<file path="src/rtl/rv_decode_stage_if.sv">
// ---------------------------------------------------------------------------
// rv_decode_stage_if
// Fetch-side and execute-side signal bundle of the instruction-decode stage.
//
//   in_valid_i / in_ready_o / instr_i / pc_i : fetch -> decode handshake
//   out_valid_o / out_ready_i                : decode -> execute handshake
//   pc_o .. muldiv_o                         : decoded bundle to execute
//
// Modports:
//   slave  - the decode stage itself
//   master - the environment around it (fetch + execute side)
// ---------------------------------------------------------------------------
interface rv_decode_stage_if #(
    parameter int XLEN = 32,
    parameter int PC_W = 32
);
    logic            in_valid_i;
    logic            in_ready_o;
    logic [31:0]     instr_i;
    logic [PC_W-1:0] pc_i;

    logic            out_valid_o;
    logic            out_ready_i;
    logic [PC_W-1:0] pc_o;
    logic [6:0]      opcode_o;
    logic [2:0]      func3_o;
    logic [6:0]      func7_o;
    logic [4:0]      rd_o;
    logic [4:0]      rs1_o;
    logic [4:0]      rs2_o;
    logic [XLEN-1:0] imm_o;
    logic            reg_wr_o;
    logic            sel_a_o;
    logic            sel_b_o;
    logic            rd_en_o;
    logic            wr_en_o;
    logic [1:0]      wb_sel_o;
    logic            br_o;
    logic            jump_o;
    logic            illegal_o;
    logic            muldiv_o;

    modport slave (
        input  in_valid_i, instr_i, pc_i, out_ready_i,
        output in_ready_o, out_valid_o, pc_o, opcode_o, func3_o, func7_o,
               rd_o, rs1_o, rs2_o, imm_o, reg_wr_o, sel_a_o, sel_b_o,
               rd_en_o, wr_en_o, wb_sel_o, br_o, jump_o, illegal_o, muldiv_o
    );

    modport master (
        output in_valid_i, instr_i, pc_i, out_ready_i,
        input  in_ready_o, out_valid_o, pc_o, opcode_o, func3_o, func7_o,
               rd_o, rs1_o, rs2_o, imm_o, reg_wr_o, sel_a_o, sel_b_o,
               rd_en_o, wr_en_o, wb_sel_o, br_o, jump_o, illegal_o, muldiv_o
    );
endinterface

</file>
<file path="src/rtl/rv_decode_stage.sv">
// ---------------------------------------------------------------------------
// rv_decode_stage
// Registered, handshaked RV32I/RV64I instruction-decode stage between fetch
// and execute. The instruction is decoded combinationally on the way in, and
// the decoded bundle is held in an output register backed by a one-entry
// skid buffer, so in_ready_o depends only on stage state (never on
// out_ready_i).
//
// Ports:
//   clk      core clock
//   rst      synchronous active-high reset
//   flush_i  discard every held entry and any input presented this cycle
//   bus      rv_decode_stage_if.slave (fetch handshake, execute handshake,
//            decoded fields / immediate / control bundle)
//
// Parameters:
//   XLEN  datapath and immediate width (32 or 64)
//   PC_W  width of the PC carried alongside the instruction
//
// Build option:
//   RV_DEC_M_EXT_EN  when defined, OP with func7=0x01 (M extension) is legal
//                    and raises muldiv_o; otherwise it is illegal and
//                    muldiv_o stays 0.
// ---------------------------------------------------------------------------
module rv_decode_stage #(
    parameter int XLEN = 32,
    parameter int PC_W = 32
) (
    input  logic              clk,
    input  logic              rst,
    input  logic              flush_i,
    rv_decode_stage_if.slave  bus
);
    localparam logic [6:0] OPC_LOAD   = 7'b0000011;
    localparam logic [6:0] OPC_STORE  = 7'b0100011;
    localparam logic [6:0] OPC_BRANCH = 7'b1100011;
    localparam logic [6:0] OPC_JALR   = 7'b1100111;
    localparam logic [6:0] OPC_JAL    = 7'b1101111;
    localparam logic [6:0] OPC_OPIMM  = 7'b0010011;
    localparam logic [6:0] OPC_OP     = 7'b0110011;
    localparam logic [6:0] OPC_LUI    = 7'b0110111;
    localparam logic [6:0] OPC_AUIPC  = 7'b0010111;

    localparam bit IS_RV64 = (XLEN == 64);

    typedef struct packed {
        logic [PC_W-1:0] pc;
        logic [6:0]      opcode;
        logic [2:0]      func3;
        logic [6:0]      func7;
        logic [4:0]      rd;
        logic [4:0]      rs1;
        logic [4:0]      rs2;
        logic [XLEN-1:0] imm;
        logic            reg_wr;
        logic            sel_a;
        logic            sel_b;
        logic            rd_en;
        logic            wr_en;
        logic [1:0]      wb_sel;
        logic            br;
        logic            jump;
        logic            illegal;
        logic            muldiv;
    } dec_t;

    dec_t        dec_next;
    dec_t        out_reg;
    dec_t        skid_reg;
    logic        out_valid_reg;
    logic        skid_valid_reg;

    logic [31:0] ins;
    logic [31:0] imm32;
    logic        illegal;
    logic        muldiv;

    // -----------------------------------------------------------------------
    // Combinational decode of the incoming instruction
    // -----------------------------------------------------------------------
    assign ins = bus.instr_i;

    always_comb begin
        dec_next        = '0;
        imm32           = '0;
        illegal         = 1'b0;
        muldiv          = 1'b0;
        dec_next.pc     = bus.pc_i;
        dec_next.opcode = ins[6:0];

        case (ins[6:0])
            OPC_OP: begin
                dec_next.rd     = ins[11:7];
                dec_next.func3  = ins[14:12];
                dec_next.rs1    = ins[19:15];
                dec_next.rs2    = ins[24:20];
                dec_next.func7  = ins[31:25];
                dec_next.reg_wr = 1'b1;
                dec_next.sel_a  = 1'b1;
                dec_next.wb_sel = 2'b01;
                case (ins[31:25])
                    7'h00: ;
                    // Only SUB and SRA use the alternate func7
                    7'h20: illegal = !((ins[14:12] == 3'd0) || (ins[14:12] == 3'd5));
`ifdef RV_DEC_M_EXT_EN
                    7'h01: muldiv = 1'b1;
`else
                    7'h01: illegal = 1'b1;
`endif
                    default: illegal = 1'b1;
                endcase
            end
            OPC_OPIMM: begin
                dec_next.rd     = ins[11:7];
                dec_next.func3  = ins[14:12];
                dec_next.rs1    = ins[19:15];
                imm32           = {{20{ins[31]}}, ins[31:20]};
                dec_next.reg_wr = 1'b1;
                dec_next.sel_a  = 1'b1;
                dec_next.sel_b  = 1'b1;
                dec_next.wb_sel = 2'b01;
            end
            OPC_LOAD: begin
                dec_next.rd     = ins[11:7];
                dec_next.func3  = ins[14:12];
                dec_next.rs1    = ins[19:15];
                imm32           = {{20{ins[31]}}, ins[31:20]};
                dec_next.reg_wr = 1'b1;
                dec_next.sel_a  = 1'b1;
                dec_next.sel_b  = 1'b1;
                dec_next.rd_en  = 1'b1;
                dec_next.wb_sel = 2'b10;
                // LD/LWU exist only on RV64
                if (IS_RV64)
                    illegal = (ins[14:12] == 3'd7);
                else
                    illegal = (ins[14:12] == 3'd3) || (ins[14:12] >= 3'd6);
            end
            OPC_STORE: begin
                dec_next.func3  = ins[14:12];
                dec_next.rs1    = ins[19:15];
                dec_next.rs2    = ins[24:20];
                imm32           = {{20{ins[31]}}, ins[31:25], ins[11:7]};
                dec_next.sel_a  = 1'b1;
                dec_next.sel_b  = 1'b1;
                dec_next.wr_en  = 1'b1;
                dec_next.wb_sel = 2'b01;
                illegal         = IS_RV64 ? (ins[14:12] >= 3'd4) : (ins[14:12] >= 3'd3);
            end
            OPC_BRANCH: begin
                dec_next.func3  = ins[14:12];
                dec_next.rs1    = ins[19:15];
                dec_next.rs2    = ins[24:20];
                imm32           = {{19{ins[31]}}, ins[31], ins[7], ins[30:25], ins[11:8], 1'b0};
                dec_next.sel_b  = 1'b1;
                dec_next.wb_sel = 2'b01;
                dec_next.br     = 1'b1;
                illegal         = (ins[14:12] == 3'd2) || (ins[14:12] == 3'd3);
            end
            OPC_JAL: begin
                dec_next.rd     = ins[11:7];
                imm32           = {{11{ins[31]}}, ins[31], ins[19:12], ins[20], ins[30:21], 1'b0};
                dec_next.reg_wr = 1'b1;
                dec_next.sel_b  = 1'b1;
                dec_next.wb_sel = 2'b00;
                dec_next.jump   = 1'b1;
            end
            OPC_JALR: begin
                dec_next.rd     = ins[11:7];
                dec_next.func3  = ins[14:12];
                dec_next.rs1    = ins[19:15];
                imm32           = {{20{ins[31]}}, ins[31:20]};
                dec_next.reg_wr = 1'b1;
                dec_next.sel_a  = 1'b1;
                dec_next.sel_b  = 1'b1;
                dec_next.wb_sel = 2'b00;
                dec_next.jump   = 1'b1;
                illegal         = (ins[14:12] != 3'd0);
            end
            OPC_LUI: begin
                dec_next.rd     = ins[11:7];
                imm32           = {ins[31:12], 12'b0};
                dec_next.reg_wr = 1'b1;
                dec_next.sel_a  = 1'b1;
                dec_next.sel_b  = 1'b1;
                dec_next.wb_sel = 2'b11;
            end
            OPC_AUIPC: begin
                dec_next.rd     = ins[11:7];
                imm32           = {ins[31:12], 12'b0};
                dec_next.reg_wr = 1'b1;
                dec_next.sel_b  = 1'b1;
                dec_next.wb_sel = 2'b01;
            end
            default: begin
                // Unknown format: pass raw fields so the trap handler sees them
                dec_next.rd    = ins[11:7];
                dec_next.func3 = ins[14:12];
                dec_next.rs1   = ins[19:15];
                dec_next.rs2   = ins[24:20];
                dec_next.func7 = ins[31:25];
                illegal        = 1'b1;
            end
        endcase

        if (ins[1:0] != 2'b11)
            illegal = 1'b1;

        dec_next.imm     = XLEN'($signed(imm32));
        dec_next.illegal = illegal;
        dec_next.muldiv  = muldiv & ~illegal;

        // Illegal entries still flow so execute can trap, but must not
        // produce any architectural side effect.
        if (illegal) begin
            dec_next.reg_wr = 1'b0;
            dec_next.rd_en  = 1'b0;
            dec_next.wr_en  = 1'b0;
            dec_next.br     = 1'b0;
            dec_next.jump   = 1'b0;
        end
    end

    // -----------------------------------------------------------------------
    // Output register + one-entry skid buffer
    // -----------------------------------------------------------------------
    logic in_fire;
    logic out_free;

    assign bus.in_ready_o = !skid_valid_reg && !rst;
    assign in_fire        = bus.in_valid_i && !skid_valid_reg;
    // Output register can take a new entry this edge
    assign out_free       = !out_valid_reg || bus.out_ready_i;

    always_ff @(posedge clk) begin
        if (rst || flush_i) begin
            out_valid_reg  <= 1'b0;
            skid_valid_reg <= 1'b0;
            out_reg        <= '0;
            skid_reg       <= '0;
        end else if (out_free) begin
            if (skid_valid_reg) begin
                // in_ready was low, so nothing new can arrive this edge
                out_reg        <= skid_reg;
                out_valid_reg  <= 1'b1;
                skid_valid_reg <= 1'b0;
            end else if (in_fire) begin
                out_reg       <= dec_next;
                out_valid_reg <= 1'b1;
            end else begin
                out_valid_reg <= 1'b0;
            end
        end else if (in_fire) begin
            skid_reg       <= dec_next;
            skid_valid_reg <= 1'b1;
        end
    end

    assign bus.out_valid_o = out_valid_reg;
    assign bus.pc_o        = out_reg.pc;
    assign bus.opcode_o    = out_reg.opcode;
    assign bus.func3_o     = out_reg.func3;
    assign bus.func7_o     = out_reg.func7;
    assign bus.rd_o        = out_reg.rd;
    assign bus.rs1_o       = out_reg.rs1;
    assign bus.rs2_o       = out_reg.rs2;
    assign bus.imm_o       = out_reg.imm;
    assign bus.reg_wr_o    = out_reg.reg_wr;
    assign bus.sel_a_o     = out_reg.sel_a;
    assign bus.sel_b_o     = out_reg.sel_b;
    assign bus.rd_en_o     = out_reg.rd_en;
    assign bus.wr_en_o     = out_reg.wr_en;
    assign bus.wb_sel_o    = out_reg.wb_sel;
    assign bus.br_o        = out_reg.br;
    assign bus.jump_o      = out_reg.jump;
    assign bus.illegal_o   = out_reg.illegal;
    assign bus.muldiv_o    = out_reg.muldiv;
endmodule

</file>
<file path="src/flat_wrapper.sv">
// flat-port wrapper written by rule: the top's interface ports become plain ports
module rv_decode_stage_flat 
#(
    parameter int XLEN = 32,
    parameter int PC_W = 32
)
  (clk, rst, flush_i, bus_in_valid_i, bus_instr_i, bus_pc_i, bus_out_ready_i, bus_in_ready_o, bus_out_valid_o, bus_pc_o, bus_opcode_o, bus_func3_o, bus_func7_o, bus_rd_o, bus_rs1_o, bus_rs2_o, bus_imm_o, bus_reg_wr_o, bus_sel_a_o, bus_sel_b_o, bus_rd_en_o, bus_wr_en_o, bus_wb_sel_o, bus_br_o, bus_jump_o, bus_illegal_o, bus_muldiv_o);
  rv_decode_stage_if #(.XLEN(XLEN), .PC_W(PC_W)) bus_i ();
  input  logic clk;
  input  logic rst;
  input  logic flush_i;
  input wire logic [$bits(bus_i.in_valid_i)-1:0] bus_in_valid_i;
  input wire logic [$bits(bus_i.instr_i)-1:0] bus_instr_i;
  input wire logic [$bits(bus_i.pc_i)-1:0] bus_pc_i;
  input wire logic [$bits(bus_i.out_ready_i)-1:0] bus_out_ready_i;
  output wire logic [$bits(bus_i.in_ready_o)-1:0] bus_in_ready_o;
  output wire logic [$bits(bus_i.out_valid_o)-1:0] bus_out_valid_o;
  output wire logic [$bits(bus_i.pc_o)-1:0] bus_pc_o;
  output wire logic [$bits(bus_i.opcode_o)-1:0] bus_opcode_o;
  output wire logic [$bits(bus_i.func3_o)-1:0] bus_func3_o;
  output wire logic [$bits(bus_i.func7_o)-1:0] bus_func7_o;
  output wire logic [$bits(bus_i.rd_o)-1:0] bus_rd_o;
  output wire logic [$bits(bus_i.rs1_o)-1:0] bus_rs1_o;
  output wire logic [$bits(bus_i.rs2_o)-1:0] bus_rs2_o;
  output wire logic [$bits(bus_i.imm_o)-1:0] bus_imm_o;
  output wire logic [$bits(bus_i.reg_wr_o)-1:0] bus_reg_wr_o;
  output wire logic [$bits(bus_i.sel_a_o)-1:0] bus_sel_a_o;
  output wire logic [$bits(bus_i.sel_b_o)-1:0] bus_sel_b_o;
  output wire logic [$bits(bus_i.rd_en_o)-1:0] bus_rd_en_o;
  output wire logic [$bits(bus_i.wr_en_o)-1:0] bus_wr_en_o;
  output wire logic [$bits(bus_i.wb_sel_o)-1:0] bus_wb_sel_o;
  output wire logic [$bits(bus_i.br_o)-1:0] bus_br_o;
  output wire logic [$bits(bus_i.jump_o)-1:0] bus_jump_o;
  output wire logic [$bits(bus_i.illegal_o)-1:0] bus_illegal_o;
  output wire logic [$bits(bus_i.muldiv_o)-1:0] bus_muldiv_o;
  assign bus_i.in_valid_i = bus_in_valid_i;
  assign bus_i.instr_i = bus_instr_i;
  assign bus_i.pc_i = bus_pc_i;
  assign bus_i.out_ready_i = bus_out_ready_i;
  assign bus_in_ready_o = bus_i.in_ready_o;
  assign bus_out_valid_o = bus_i.out_valid_o;
  assign bus_pc_o = bus_i.pc_o;
  assign bus_opcode_o = bus_i.opcode_o;
  assign bus_func3_o = bus_i.func3_o;
  assign bus_func7_o = bus_i.func7_o;
  assign bus_rd_o = bus_i.rd_o;
  assign bus_rs1_o = bus_i.rs1_o;
  assign bus_rs2_o = bus_i.rs2_o;
  assign bus_imm_o = bus_i.imm_o;
  assign bus_reg_wr_o = bus_i.reg_wr_o;
  assign bus_sel_a_o = bus_i.sel_a_o;
  assign bus_sel_b_o = bus_i.sel_b_o;
  assign bus_rd_en_o = bus_i.rd_en_o;
  assign bus_wr_en_o = bus_i.wr_en_o;
  assign bus_wb_sel_o = bus_i.wb_sel_o;
  assign bus_br_o = bus_i.br_o;
  assign bus_jump_o = bus_i.jump_o;
  assign bus_illegal_o = bus_i.illegal_o;
  assign bus_muldiv_o = bus_i.muldiv_o;
  rv_decode_stage #(.XLEN(XLEN), .PC_W(PC_W)) u_core (.clk(clk), .rst(rst), .flush_i(flush_i), .bus(bus_i));
endmodule
</file>
<file path="config.mk">
export PLATFORM = sky130hd
export DESIGN_NAME = rv_decode_stage_flat
export DESIGN_NICKNAME = d
export VERILOG_FILES = /design/src/rtl/rv_decode_stage_if.sv /design/src/rtl/rv_decode_stage.sv /design/src/flat_wrapper.sv
export SDC_FILE = /design/constraint.sdc
export NUM_CORES = 1
export LEC_CHECK = 0
export CAP_MARGIN = 20
export CORE_MARGIN = 2
export CORE_UTILIZATION = 50
export CTS_BUF_LIST = sky130_fd_sc_hd__clkbuf_4
export DETAILED_ROUTE_END_ITERATION = 7
export GPL_TIMING_DRIVEN = 0
export PLACE_DENSITY = 0.86
export SETUP_SLACK_MARGIN = 0.1
export SLEW_MARGIN = 0
export SYNTH_ARGS = -nofsm -noshare
export SYNTH_HDL_FRONTEND = slang
export SYNTH_SLANG_ARGS = --single-unit
</file>
<file path="constraint.sdc">
create_clock -name clk -period 2.3 [get_ports clk]
set_input_delay 0.575 -clock clk [delete_from_list [all_inputs] [get_ports clk]]
set_output_delay 0.575 -clock clk [all_outputs]
set_load 0.02 [all_outputs]
</file>
# After elaboration in Yosys (flattened, before gate mapping)
# Index checks and enable logic that the tools add are counted.
[classes] div=0 n_lt_le_gt_ge=2 n_addsub=0 reduce_logical=29 bitwise=1 mul=0 n_mux=24 eq_ne=14 n_shift=0
[ops] op="two-way mux 107 bit" count=2
[ops] op="case mux 32 bit (5 select lines)" count=1
[ops] op="== test 7 x 6 -> 1 bit, second input constant" count=4
[ops] op="== test 7 bit, second input constant" count=3
[ops] op="two-way mux 5 bit" count=3
[ops] op="== test 7 x 5 -> 1 bit, second input constant" count=2
[ops] op="OR reduction 6 bit" count=2
[ops] op="two-way mux 1 bit" count=11
[ops] op="OR reduction 2 bit" count=4
[ops] op="OR reduction 8 bit" count=1
[ops] op="== test 7 x 2 -> 1 bit, second input constant" count=1
[ops] op="zero test 7 bit" count=1
[ops] op="two-way mux 7 bit" count=1
[ops] op="OR reduction 7 bit" count=1
[ops] op="== test 3 x 2 -> 1 bit, second input constant" count=2
[ops] op="case mux 1 bit (6 select lines)" count=1
[ops] op="case mux 2 bit (3 select lines)" count=1
[ops] op="OR reduction 3 bit" count=2
[ops] op="logical OR 1 bit" count=5
[ops] op="OR reduction 5 bit" count=1
[ops] op="zero test 1 bit" count=4
[ops] op="two-way mux 2 bit" count=2
[ops] op="AND reduction 2 bit" count=2
[ops] op="OR reduction 4 bit" count=1
[ops] op="11 further kinds" count=12
[totals] latchBits=0 in_bits=69 wordCells=107 mem_bits_rw=0 ff_bits=215 memories=0 mem_bits_ro=0

# Depth between registers and ports, before layout
# Gate-level depths: netlist (run 1).
[depth] word_depth=9 mapped_depth=8 mapped_depth_nobuf=5

# Worst setup path before layout (run 1)
# OpenSTA, ideal clock, no wires.
[synth_timing] kind="input to register" start="input port bus_instr_i[3]" end="register u_core.skid_reg[59] in the netlist's numbering" stages=7 t_arrival_ns=1.838 t_required_ns=2.172 path_slack_ns=0.334 setup_time_ns=0.128 path_cell_list="buf_2 or2_2 or2_4 a21oi_4 buf_6 a2bb2oi_1 nor2_1"
[synth_between] elab_chain_len=3 word_cells_on_any_way=10 cone_classes="eq/ne (8); mux (1); reduce/logical (1)"
[synth_lines] item="start: declaration" line="flat_wrapper.sv:13" source="input wire logic [$bits(bus_i.instr_i)-1:0] bus_instr_i;"
[synth_lines] item="== test 7 x 6 -> 1 bit (tied with other cells)" line="rv_decode_stage.sv:91" source="case (ins[6:0])"
[synth_lines] item="OR reduction 8 bit (no source line) (*)"
[synth_lines] item="two-way mux 7 bit (*)" line="rv_decode_stage.sv:91"
[synth_lines] item="end signal: assignment" line="rv_decode_stage.sv:254" source="skid_reg <= dec_next;"
[synth_lines] item="end: declaration" line="rv_decode_stage.sv:69" source="dec_t skid_reg;"
# Mark *: on every way between the ends. The rest lies on a longest branch, timed or not.
# A chain may end at the register's enable or synchronous reset.

# Worst setup path in the final report (run 1)
[layout_timing] start="input port rst" end="register u_core.out_reg (netlist bit u_core.bus.func3_o[0])"
[layout_between] elab_chain_len=1
[layout_lines] item="start: declaration" line="flat_wrapper.sv:10" source="input logic rst;"
[layout_lines] item="logical OR 1 bit" line="rv_decode_stage.sv:236" source="if (rst || flush_i) begin"
[layout_lines] item="end signal: assignment" line="rv_decode_stage.sv:244" source="out_reg <= skid_reg;"
[layout_lines] item="end signal: assignment" line="rv_decode_stage.sv:248" source="out_reg <= dec_next;"
[layout_lines] item="end: declaration" line="rv_decode_stage.sv:68" source="dec_t out_reg;"
# No other way between the ends.

==> flow_summary.ini, run 1 <==
[clock_network]
cts_setup_buffers = 0
cts_tree = built
clk_latency_ns = 0.68
cts_buffer_depth = 3
numCtsBuffers = 53
h-tree-depth = 2
cts-root-buf = clkbuf_4
clk_pin_slew_ns = 0.06
cts-hold-fix-buffers = 0
cts_sinks = 214

[synthesis]
synth_area_mm2 = 0.009080
avgSynthCellArea_um2 = 8.376
ys_seq_elements = 214
yosysTopAreaCell = dfxtp_1
synthesis.nets = 1153
yosysTopAreaCellShare_pct = 47.18
synthCells = 1084
synthTopCellsByCount = 214 x dfxtp_1, 177 x nand2_1, 126 x a21oi_1
yosysWarnings = 0
yosys_most_used_dff = dfxtp_1
synth_area_leaders = dfxtp_1 47%, nand2_1 7.3%, a21oi_1 6.9%, o21ai_0 5.1%, mux2i_1 5.0%
synth_cell_types = 71
async_flop_share_pct = 0
yosysMostFrequentCell = dfxtp_1
synth_seq_area_share_pct = 47.18
synth_edf_count = 0

[setup_path]
worstSetupPathType = input pin to flip-flop
arrival_ns = 2.74
timing.rr.end = u_core.skid_reg[64]
r2r_cells = 6
r2r_start = u_core.bus.out_valid_o
worst_setup_path_end_kind = flip-flop
crit_required_ns = 2.87
worstPathMaxFanout = 10
cp-start-kind = input pin
ff2ff_setup_slack_ns = 0.21

[floorplanning]
placementRows = 49
die-area_mm2 = 0.01925
ios = 178
start_util_pct = 50.72
die_h_um = 138.8
die_w_um = 138.8
coreArea_mm2 = 0.01790

[routing]
drt_iter0_drc = 845
routed_via_density = 5.945
vias = 9352
drt-total-wl_um = 30030
antenna_left = 0
route.detailed.drc = 0
wl_per_cell_um = 19.09
dr.pass1.iters = 6

[worst_hold_path]
holdPathStages = 3
min-delay-start = bus_instr_i[31]
whs_endpoint = u_core.skid_reg[42]
worstHoldPathType = input pin to flip-flop

[status]
status = completed

[grt]
overflow = 0
antenna_found_initial = 2
grt_max_degree = 14
grt_pass1_wl_um = 45710
first_global_vias = 8763
grt_usage_pct = 29.44

[pwr]
vdd_ir_drop_max_uv = 351.1
p_per_area_mw_per_mm2 = 654.0
p_leak_nw = 4.892

[timing]
finalMaxSlewViolations = 0
finalCriticalPeriod_ns = 2.165
fin_crit_sh_pct = 94.13
finClkSkew_ns = 0.04152
finalSetupViolations = 0
hold_viol = 0
worst_slack_ns = 0.1350
rsz0062_at_grt = yes
max_freq_ghz = 0.4619
worstMarginPinSlew_ns = 0.7215
relSlewSlack_pct = 51.90

[cells_and_area]
layout-drive-gt1-share_pct = 11.33
nFillCells = 1534
largest_reg_flops = 106
utilization_pct = 65.47
area_growth_syn_to_layout_pct = 29.08
nets = 1378

[flow_run]
drv_cap = 0

[place]
hpwlAfterDp_um = 20970
place_worst_setup_slack_ns = -0.7005
port_buffers = 171
place_congestion = 0.9668
## per-stage QoR
step           hold slack, ns  std cells  total power [W]  setup TNS, ns  instance area, um2
6_report               0.3049       1573         0.007665              0               11720
5_1_grt                0.2671       1573         0.007951              0               11720
4_1_cts                0.2547       1572         0.007665              0               11640
3_5_place_dp           0.4450       1484         0.004815        -101.22               11080
3_3_place_gp           0.4377       1484         0.004801         -98.08               11080
2_1_floorplan          0.4317       1084         0.004368              0                9080
## timing repair
action	in CTS	in global routing
cloned	0	0
resized for setup	97	45
pin swaps	1	0
endpoints found under the setup margin	142	161
## worst max-delay path by stage
stage                              to             startpoint  slack, ns
6_report        u_core.bus.func3_o[0]                    rst       0.14
5_1_grt           u_core.skid_reg[63]         bus_instr_i[4]       0.08
4_1_cts                bus_in_ready_o  u_core.skid_valid_reg       0.05
3_5_place_dp   u_core.bus.opcode_o[5]         bus_in_valid_i      -0.70
3_3_place_gp   u_core.bus.opcode_o[4]         bus_in_valid_i      -0.71
2_1_floorplan     u_core.skid_reg[59]         bus_instr_i[3]       0.33
## critical path, cell delays in order
cell and delay, ns:
clkdlybuf4s50_1 0.47, nor2_1 0.20, clkbuf_1 0.48, clkbuf_1 0.61, o21ai_0 0.23, a21oi_1 0.16
## power breakdown
part	leakage (nW)	internal, W	switching, W
Combinational	2.80	0.000341	0.000563
Sequential	1.73	0.00378	0.0000407
Clock	0.358	0.00141	0.00153
Total	4.89	0.00553	0.00214
## cells in the final DEF (no fill, tap or decap), drive strengths merged, types with 3 or more instances in the layout
| master | n |
|---|---|
| clkinv | 16 |
| nand3b | 3 |
| and3 | 3 |
| dlymetal6s2s | 31 |
| dfxtp | 214 |
| a21oi | 131 |
| nor3b | 3 |
| a31oi | 6 |
| dlygate4sd2 | 76 |
| inv | 6 |
| mux2i | 45 |
| nor2 | 97 |
| a311oi | 5 |
| a211oi | 43 |
| or2 | 6 |
| nand2b | 3 |
| nor3 | 17 |
| a22oi | 6 |
| buf | 41 |
| clkdlybuf4s50 | 63 |
| and2 | 6 |
| o21ai | 95 |
| clkbuf | 131 |
| a221oi | 19 |
| nand2 | 177 |
| a22o | 6 |
| a2bb2oi | 13 |
| or4 | 3 |
| nand3 | 37 |
| nor4 | 3 |
## metal layers
metal  part of all wire (%)  GRT usage (%)  vias up  wire length (um)
li1                       -              -     4313                 -
met1                     40          36.60     4370             11890
met2                     46          46.95      561             13760
met3                    9.7          6.802      108              2904
met4                    4.9          17.22        0              1471
met5                      0              0        -                 0
## kinds of logic (layout without fill, tap and decap cells)
| logic type | Yosys count | in the layout | share of synthesized area, % |
|---|---|---|---|
| other | 1 | 3 | 0.04130 |
| adder cells (fa/ha/maj) | 1 | 1 | 0.1102 |
| flip-flops | 214 | 214 | 47.18 |
| XOR/XNOR | 1 | 1 | 0.09648 |
| AND/OR/NAND/NOR | 371 | 371 | 18.08 |
| AO/OA/AOI/OAI | 343 | 343 | 23.80 |
| multiplexers | 47 | 47 | 5.209 |
| buffers and inverters | 106 | 364 | 5.484 |
## layout make-up
| cell class | instances | area [um2] | share of cell area [%] |
|---|---|---|---|
| diodes | 2 | 5.005 | 0.04270 |
| flip-flops and latches | 214 | 4284 | 36.55 |
| clock inverters | 18 | 68.82 | 0.5872 |
| multi-input cells | 764 | 4327 | 36.92 |
| clock buffers | 70 | 525.5 | 4.484 |
| inverters | 4 | 15.01 | 0.1281 |
| well taps | 229 | 286.5 | 2.445 |
| plain buffers | 101 | 513.0 | 4.377 |
| repair buffers | 171 | 1695 | 14.47 |
Note: power is estimated with default switching activity, not from simulation.
==> inputs of run 2 (changes only) <==
Clock period 2.3 ns to 2.2 ns, I/O delays scaled along.
==> flow_summary.ini, run 2 (synthesis gave the netlist of run 1 again) <==
[status]
status = completed

[setup_path]
crit_top_cell = clkbuf_1
cp_slowest_stage_delay_ns = 0.54
arrival_ns = 2.56
worstSetupPathType = input pin to flip-flop
worstPathMaxFanout = 10
r2r_start = u_core.bus.out_valid_o
startpoint = rst
cp_cell_sequence = clkdlybuf4s50_1, or2_2, clkbuf_1, clkbuf_1, buf_1, a21oi_1
crit_required_ns = 2.71
cp-start-kind = input pin
slowest_stage = clkdlybuf4s50_1
worst_setup_path_end_kind = flip-flop

[cells_and_area]
final_common_cell = dfxtp_1
nets = 1380
nFillCells = 1546
area_growth_syn_to_layout_pct = 28.26
largest_reg_flops = 106
layout-drive-gt1-share_pct = 12.28
most-common-layout-cells = 213 x dfxtp_1, 177 x nand2_1, 125 x a21oi_1, 107 x dlygate4sd2_1, 93 x o21ai_0

[grt]
grt_max_degree = 14
grt_pass1_wl_um = 45760
antenna_found_initial = 3
first_global_vias = 8741
grt_usage_pct = 29.47
overflow = 0

[clock_network]
cts-root-buf = clkbuf_4
clk_latency_ns = 0.68
cts_tree = built
numCtsBuffers = 53
clk_pin_slew_ns = 0.07
cts_sinks = 214
h-tree-depth = 2
cts_buffer_depth = 3

[worst_hold_path]
min-delay-start = bus_instr_i[31]
worstHoldPathType = input pin to flip-flop

[timing]
rsz0062_at_grt = no
finClkSkew_ns = 0.04554
relSlewSlack_pct = 53.63
hold_viol = 0
max_freq_ghz = 0.4859
fin_crit_sh_pct = 93.54
finalCriticalPeriod_ns = 2.058
finalMaxSlewViolations = 0
worstMarginPinSlew_ns = 0.6955
finalSetupViolations = 0
hold_ws_ns = 0.2785

[routing]
antenna_left = 0
drt_iter0_drc = 788
dr.pass1.iters = 5
wl_per_cell_um = 18.93
drt-total-wl_um = 29830
vias = 9309
routed_via_density = 5.907
route.detailed.drc = 0

[floorplanning]
placementRows = 49
die_h_um = 138.8
ios = 178
start_util_pct = 50.72
coreArea_mm2 = 0.01790
die-area_mm2 = 0.01925
die_w_um = 138.8

[pwr]
vdd_ir_drop_max_uv = 368.5
total_power_w = 0.008004
p_per_area_mw_per_mm2 = 687.2
p_leak_nw = 4.535

[place]
port_buffers = 171
place_congestion = 0.9668
hpwlAfterDp_um = 20970

[flow_run]
drv_cap = 0
-- run 2: worst max-delay path, delay by kind of cell --
kind | cells | cell delay, ns
buffers and inverters | 4 | 1.78
AOI/OAI and AO/OA | 1 | 0.08
and+or+nand+nor | 1 | 0.14
-- run 2: final timing paths --
kind | to | slack [ns] | depth (start not counted)
setup reg to reg | u_core.skid_reg[30] | 0.20 | 6
hold / removal | u_core.skid_reg[42] | 0.28 | 3
setup / recovery | u_core.skid_reg[57] | 0.14 | 6
hold reg to reg | u_core.skid_reg[95] | 0.46 | 2
-- run 2: per-stage QoR --
step / setup TNS (ns) / cell area (um2) / instances / worst slack [ns] / utilization [%]
after floorplan: 0 / 9080 / 1084 / 0.2594 / -
after global placement: -114.21 / 11080 / 1484 / -0.7815 / 61.88
after detailed placement: -117.34 / 11080 / 1484 / -0.7755 / 61.88
after CTS: 0 / 11600 / 1573 / 0.01068 / 64.81
after global routing: 0 / 11650 / 1576 / 0.1194 / 65.05
final: 0 / 11650 / 1576 / 0.1422 / 65.05
-- run 2: area by class of cell --
type	count	area (um2)	share of cell area, %
repair buffers	173	1597	13.71
plain buffers	101	514.2	4.416
multi-input cells	764	4347	37.32
clock buffers	70	525.5	4.512
inverters	4	15.01	0.1289
flip-flops and latches	214	4285	36.80
diodes	3	7.507	0.06446
clock inverters	18	68.82	0.5909
well taps	229	286.5	2.460
-- run 2: repair_timing --
action                     in CTS  in global routing
setup endpoints to repair     243                112
pin swaps                       1                  0
gates resized for setup       129                 32
setup buffers                   1                  1
hold buffers                    0                  0
-- run 2: metal layers --
layer  track usage [%]  up-vias  wire [um]
met3             7.044       95       2714
met5                 0        -          0
met1             36.58     4356      11860
met2             46.85      532      13950
met4             17.33        0       1303
li1                  -     4326          -
-- run 2: power breakdown --
group	leakage [nW]	switching [W]	total [W]	internal, W
clock	0.358	0.00160	0.00307	0.00147
sequential	1.74	0.0000425	0.00400	0.00395
combinational	2.44	0.000587	0.000935	0.000348
==> inputs of run 3 (changes only) <==
Settings changed: GPL_TIMING_DRIVEN 0 to default.
==> flow_summary.ini, run 3 (synthesis gave the netlist of run 1 again) <==
[timing]
finalSetupViolations = 0
hold_ws_ns = 0.4520
relSlewSlack_pct = 59.30
finalCriticalPeriod_ns = 2.039
rsz0062_at_grt = no
finalMaxSlewViolations = 0
max_freq_ghz = 0.4904
finClkSkew_ns = 0.02043
fin_setup_tns_ns = 0
fin_crit_sh_pct = 92.69
worstMarginPinSlew_ns = 0.6059
hold_viol = 0
worst_slack_ns = 0.1608

[grt]
first_global_vias = 8555
overflow = 0
antenna_found_initial = 1
grt_max_degree = 102
grt_pass1_wl_um = 42810
grt_usage_pct = 26.29

[pwr]
vdd_ir_drop_max_uv = 492.6
p_per_area_mw_per_mm2 = 682.8
total_power_w = 0.008324
p_leak_nw = 4.826

[routing]
route.detailed.drc = 0
dr_wl_met3_um = 1848
top_layer = met4
vias = 8986
drt-total-wl_um = 26130
wl_met1_um = 10920
drt_iter0_drc = 615
wl_per_cell_um = 16.56
antenna_left = 0
met2_length_um = 12730
dr.pass1.iters = 5
routed_via_density = 5.695

[setup_path]
cp-start-kind = flip-flop
worstSetupPathType = flip-flop to primary output
critPathBufInv = 1
cp_slowest_stage_delay_ns = 0.42
crit_required_ns = 1.65
slowest_stage = dfxtp_4
crit_family = flip-flops
worst_setup_path_end_kind = primary output
arrival_ns = 1.49
cp_cell_sequence = nor2_1, clkdlybuf4s15_1
worstPathMaxFanout = 17

[worst_hold_path]
worstHoldPathType = flip-flop to flip-flop

[cells_and_area]
nets = 1381
final_common_cell = dfxtp_1
most-common-layout-cells = 213 x dfxtp_1, 177 x nand2_1, 126 x a21oi_1, 107 x dlygate4sd2_1, 94 x nor2_1
area_growth_syn_to_layout_pct = 34.26
postLayoutCellArea_mm2 = 0.01219
largest_reg_flops = 106
layout-drive-gt1-share_pct = 15.80

[clock_network]
cts_setup_buffers = 0
cts_tree = built
cts_buffer_depth = 3
numCtsBuffers = 55
clk_pin_slew_ns = 0.07
h-tree-depth = 2
cts-root-buf = clkbuf_4
clk_latency_ns = 0.65
cts_sinks = 214

[floorplanning]
ios = 178
die_h_um = 138.8
die_w_um = 138.8
placementRows = 49
start_util_pct = 50.72
coreArea_mm2 = 0.01790
die-area_mm2 = 0.01925

[place]
hpwlAfterDp_um = 17490
place_area_mm2 = 0.01164
port_buffers = 176
place_congestion = 0.9044
place_worst_setup_slack_ns = -0.3961

[status]
status = completed

[flow_run]
drv_cap = 0
## run 3: cell types whose count changed in the layout (fill, tap and decap cells not counted), sizes merged
cell	before	now
inv	6	5
bufinv	0	1
clkdlybuf4s50	62	68
diode	3	1
clkdlybuf4s15	0	1
clkbuf	132	80
clkinv	16	11
buf	42	97
dlymetal6s2s	1	0
## run 3: through the flow
stage	utilization, %	instances
3_3_place_gp	65.05	1484
3_5_place_dp	65.05	1484
6_report	68.09	1578
2_1_floorplan	-	1084
5_1_grt	68.09	1578
4_1_cts	68.07	1577
## run 3: layer usage
metal  GRT usage [%]  up-vias
li1                -     4315
met1           33.76     4242
met2           44.28      375
met3           4.247       54
met4           10.85        0
met5               0        -
## run 3: final cells by class
class	count	area, um2
Sequential cell	214	4288
Timing Repair Buffer	273	2581
Multi-Input combinational cell	764	4340
Inverter	4	15.01
Antenna cell	1	2.502
Clock inverter	13	76.32
Fill cell	1434	5712
Tap cell	229	286.5
Clock buffer	80	600.6
## run 3: repair_timing
| item | 4_1_cts | 5_1_grt |
|---|---|---|
| setup endpoints to repair | 108 | 1 |
| hold buffers | 0 | 0 |
| resized for setup | 108 | 1 |
## run 3: path summary, 6_finish.rpt
check,start,end,slack (ns),depth (start not counted)
max reg2reg,u_core.skid_valid_reg,u_core.skid_reg[98],0.33,6
min reg2reg,u_core.skid_reg[54],u_core.skid_reg[54],0.45,2
min,u_core.skid_reg[54],u_core.skid_reg[54],0.45,2
max,u_core.skid_valid_reg,bus_in_ready_o,0.16,2
## run 3: worst register-to-register path, cell delays in order (launching register included)
cell and delay [ns]:
dfxtp_4 0.42, inv_1 0.15, buf_4 0.36, and3_4 0.32
buf_12 0.26, nand2_1 0.13, a21oi_1 0.15
## run 3: report_power, final
part           internal, W  switching [W]  leakage (nW)
combinational     0.000437       0.000549          2.68
sequential         0.00395      0.0000408          1.74
clock              0.00177        0.00158         0.406
